File: config.mk
export PLATFORM = sky130hd
export DESIGN_NAME = sync_counter_bank
export DESIGN_NICKNAME = d
export VERILOG_FILES = /design/src/rtl/sync_counter_pkg.sv /design/src/rtl/sync_tff.sv /design/src/rtl/sync_counter_bank.sv
export SDC_FILE = /design/constraint.sdc
export NUM_CORES = 1
export LEC_CHECK = 0
export CORE_AREA = 2 2 39 41
export CTS_CLUSTER_DIAMETER = 100
export DETAILED_ROUTE_END_ITERATION = 10
export DIE_AREA = 0 0 41 43
export PLACE_DENSITY = 0.69
export SETUP_SLACK_MARGIN = 0.02
export SLEW_MARGIN = 30
export SYNTH_ARGS = -nofsm -noshare
export SYNTH_HDL_FRONTEND = slang
export SYNTH_SLANG_ARGS = --single-unit
File: constraint.sdc
create_clock -name clk -period 1.2 [get_ports clk]
set_input_delay 0.18 -clock clk [delete_from_list [all_inputs] [get_ports clk]]
set_output_delay 0.18 -clock clk [all_outputs]
set_load 0.01 [all_outputs]
File: src/rtl/sync_counter_pkg.sv
// Shared constants for the synchronous counter library.
package sync_counter_pkg;
    localparam int   DEF_WIDTH = 4;     // default counter width
    localparam logic RST_VAL   = 1'b0;  // every counter bit clears to 0
    localparam logic DIR_UP    = 1'b1;  // up/down counter direction: increment
    localparam logic DIR_DOWN  = 1'b0;  // up/down counter direction: decrement
endpackage

File: src/rtl/sync_tff.sv
// Toggle flip-flop with asynchronous active-low clear.
module sync_tff
    import sync_counter_pkg::*;
(
    input  logic clk,
    input  logic rst,
    input  logic t,
    output logic q
);
    // Flip the stored bit on each enabled rising edge; clear immediately on reset.
    always_ff @(posedge clk or negedge rst) begin
        if (!rst)   q <= RST_VAL;
        else if (t) q <= ~q;
    end
endmodule

File: src/rtl/sync_counter_bank.sv
// Three free-running synchronous counters (up, down, up/down) built from
// toggle flip-flops and ripple-free AND enable chains.
module sync_counter_bank
    import sync_counter_pkg::*;
#(
    parameter int WIDTH = DEF_WIDTH
) (
    input  logic             clk,
    input  logic             rst,
    input  logic             up,
    output logic [WIDTH-1:0] q_up,
    output logic [WIDTH-1:0] q_down,
    output logic [WIDTH-1:0] q_updown
);
    // Enable chains: entry i is the AND of bits [i-1:0] (all ones / all zeros).
    logic [WIDTH-1:0] en_up;     // q_up lower bits all 1
    logic [WIDTH-1:0] en_down;   // q_down lower bits all 0
    logic [WIDTH-1:0] ud_ones;   // q_updown lower bits all 1
    logic [WIDTH-1:0] ud_zeros;  // q_updown lower bits all 0
    logic [WIDTH-1:0] t_ud;      // q_updown toggle enables after direction select

    assign en_up[0]    = 1'b1;
    assign en_down[0]  = 1'b1;
    assign ud_ones[0]  = 1'b1;
    assign ud_zeros[0] = 1'b1;

    genvar i;
    generate
        for (i = 1; i < WIDTH; i++) begin : g_chain
            assign en_up[i]    = en_up[i-1]    &  q_up[i-1];
            assign en_down[i]  = en_down[i-1]  & ~q_down[i-1];
            assign ud_ones[i]  = ud_ones[i-1]  &  q_updown[i-1];
            assign ud_zeros[i] = ud_zeros[i-1] & ~q_updown[i-1];
        end

        for (i = 0; i < WIDTH; i++) begin : g_bit
            // up only steers toggle enables, so outputs stay pure flop outputs.
            assign t_ud[i] = (up == DIR_UP) ? ud_ones[i] : ud_zeros[i];

            sync_tff u_up     (.clk(clk), .rst(rst), .t(en_up[i]),   .q(q_up[i]));
            sync_tff u_down   (.clk(clk), .rst(rst), .t(en_down[i]), .q(q_down[i]));
            sync_tff u_updown (.clk(clk), .rst(rst), .t(t_ud[i]),    .q(q_updown[i]));
        end
    endgenerate
endmodule

==> qor.csv <==
stage,metric,value,unit
route,routedWlPerCell,10.4,um
place,dp_hpwl,613,um
cts,clk_latency,0.26,ns
cts,clockBufferDepth,2,
logic_synthesis,ys_async_sr_fraction,1.00,
worst_setup_path,cp_top_family,flip-flops,
power,p_leak,0.311,nW
cts,cts_tree,built,
logic_synthesis,avgSynthCellArea,11.7,um2
route,drt-vias-per-instance,4.39,
floorplan,die_h,43,um
logic_synthesis,synth_nets,49,
place,io_buffers,14,
route,drc,0,
route,vias,334,
timing,slew_headroom,0.855,
finish,diodes,0,
timing,hold_violations,0,
logic_synthesis,synth_edf_count,0,
run_status,outcome,finished clean,
logic_synthesis,seq_area_frac_synth,0.558,
timing,rsz0062_at_grt,false,
finish,drive_above_1_share,0.217,
logic_synthesis,synthCells,46,
logic_synthesis,synth-seq-cells,12,
grt,gr-total-overflow,0,
timing,worst_slew_pin_slew,0.216,ns
timing,drv_slew,0,
grt,grt_antenna_before_repair,0,
route,wl,793,um
logic_synthesis,synth_cell_types,13,
floorplan,fp.coreArea,0.00138,mm2
grt,grt_usage,0.116,
worst_hold_path,holdCritPathClass,input port to asynchronous set/reset pin,
floorplan,std_cell_rows,14,
place,place_congestion,0.598,
worst_setup_path,cp-end-kind,output port,
logic_synthesis,synthTopCellsByCount,"buf_4, dfrtp_1, xnor2_1, xor2_1, inv_1",
route,drt_first_pass_iters,1,
floorplan,fp.dieW,41,um
logic_synthesis,synth_area,538,um2
grt,grt_pass1_vias,322,
floorplan,start_util,0.389,
timing,fin_crit_sh,0.950,
job,maxCapViolations,0,
timing,finalClockSkew,0.00134,ns
worst_setup_path,crit_path_max_incr_delay,0.41,ns
worst_setup_path,start_kind,flip-flop,
cts,clock-root-buffer,clkbuf_4,
logic_synthesis,synth_top_area_frac,0.558,
timing,finalSetupViolCount,0,
floorplan,ioPinCount,15,
cts,numCtsBuffers,3,
finish,fillers,137,
cts,h-tree-depth,1,
cts,clk_pin_slew,0.07,ns
power,p_total,0.00103,W
worst_setup_path,worst-r2r-cell-count,4,
worst_setup_path,worst-path-buf-inv,1,
worst_setup_path,crit_chain,dlygate4sd2_1,
worst_setup_path,cp_slowest_cell,dfrtp_1,
timing,finalCriticalPeriod,1.14,ns
route,drtIter0Drc,0,
logic_synthesis,ys_warn_count,0,
power,p_per_area,1510,mW/mm2
logic_synthesis,yosysTopAreaCell,dfrtp_1,
logic_synthesis,ys.flop_type,dfrtp_1,
grt,grt_pass1_wl,1270,um
floorplan,dieArea,0.00176,mm2
grt,grt_max_degree,13,
worst_setup_path,cp.depth,1,
worst_setup_path,crit_fanout,3,
timing,timing.fmax,0.877,GHz
logic_synthesis,synth_top_cells_by_area,"dfrtp_1, buf_4, xnor2_1",
place,post-place-ws,-0.0706,ns
route,ant_nets,0,
cts,cts_num_sinks,12,
finish,area_growth,27.0,%
power,ir_worst_vdd,0.702,mV
worst_setup_path,arrival,0.96,ns
finish,layout.nets,65,
worst_setup_path,cp.required,1.02,ns
cts,postCtsSetupBuffers,0,
worst_setup_path,path_class,flip-flop to output port,
timing,fin_ws,0.0598,ns
-- layer usage --
layer	wire length [um]	GRT usage	part of all wire	vias to the layer above
met5	0	0	0	-
met4	22	0.140	0.028	0
met3	34	0.0157	0.043	2
met2	412	0.166	0.52	8
met1	323	0.126	0.41	161
li1	-	-	-	163
-- where the power goes --
part | total, W | leakage (nW) | internal, W | switching, W
Clock | 0.000233 | 0.0138 | 0.000116 | 0.000117
Combinational | 0.000307 | 0.166 | 0.000179 | 0.000128
Sequential | 0.000492 | 0.132 | 0.000459 | 0.0000334
Total | 0.00103 | 0.311 | 0.000754 | 0.000278
-- final cells by class --
class	instances	area, um2	area share
sequential	12	300	0.440
multi-input combinational	19	136	0.200
inverter	3	11.3	0.0165
timing repair buffer	23	193	0.282
tap	16	20.0	0.0293
clock buffer	3	22.5	0.0330
-- per-stage QoR --
step | instance area, um2 | hold WS, ns | std cells | TNS [ns] | utilization
after floorplan | 538 | -0.116 | 46 | 0 | -
after global placement | 676 | 0.456 | 73 | -0.0619 | 0.488
after detailed placement | 676 | 0.459 | 73 | -0.0706 | 0.488
after CTS | 683 | 0.209 | 76 | 0 | 0.494
after global routing | 683 | 0.221 | 76 | 0 | 0.494
final | 683 | 0.215 | 76 | 0 | 0.494
-- path summary, 6_finish.rpt --
kind	from	endpoint	slack (ns)
setup / recovery	g_bit[2].u_up.q	q_up[2]	0.06
hold / removal	rst	g_bit[0].u_down.q	0.22
setup reg to reg	g_bit[0].u_updown.q	g_bit[3].u_updown.q	0.14
hold reg to reg	g_bit[3].u_down.q	g_bit[3].u_down.q	0.46
max in group asynchronous	rst	g_bit[0].u_up.q	0.83
min in group clk	g_bit[3].u_down.q	g_bit[3].u_down.q	0.46
-- registers in the layout, indices dropped and copies added (netlist names) --
| name | cells |
|---|---|
| g_bit.u_down.q | 4 |
| g_bit.u_updown.q | 4 |
| g_bit.u_up.q | 4 |
-- cell usage in the layout (no fill, tap or decap), drive strengths merged --
cell and count:
nand3 1, xor2 4, nor3 2, xnor2 6, nor2 1, nand2 1, clkbuf 3, inv 3
clkdlybuf4s50 2, dfrtp 12, a21oi 1, buf 9, a31oi 1, dlygate4sd2 12, and2 1, nor4 1
-- kinds of logic (layout without fill, tap and decap cells) --
family / count (synthesis) / in the layout / share of synthesized area
XOR/XNOR: 10 / 10 / 0.163
AO/OA/AOI/OAI: 2 / 2 / 0.0209
buffers and inverters: 15 / 29 / 0.188
AND/OR/NAND/NOR: 7 / 7 / 0.0698
flip-flops: 12 / 12 / 0.558
-- what timing repair did --
action	CTS	global route
hold buffers	0	0
gates resized for setup	12	0
endpoints found under the setup margin	12	0
No activity file was read; power rests on OpenSTA's default activity.
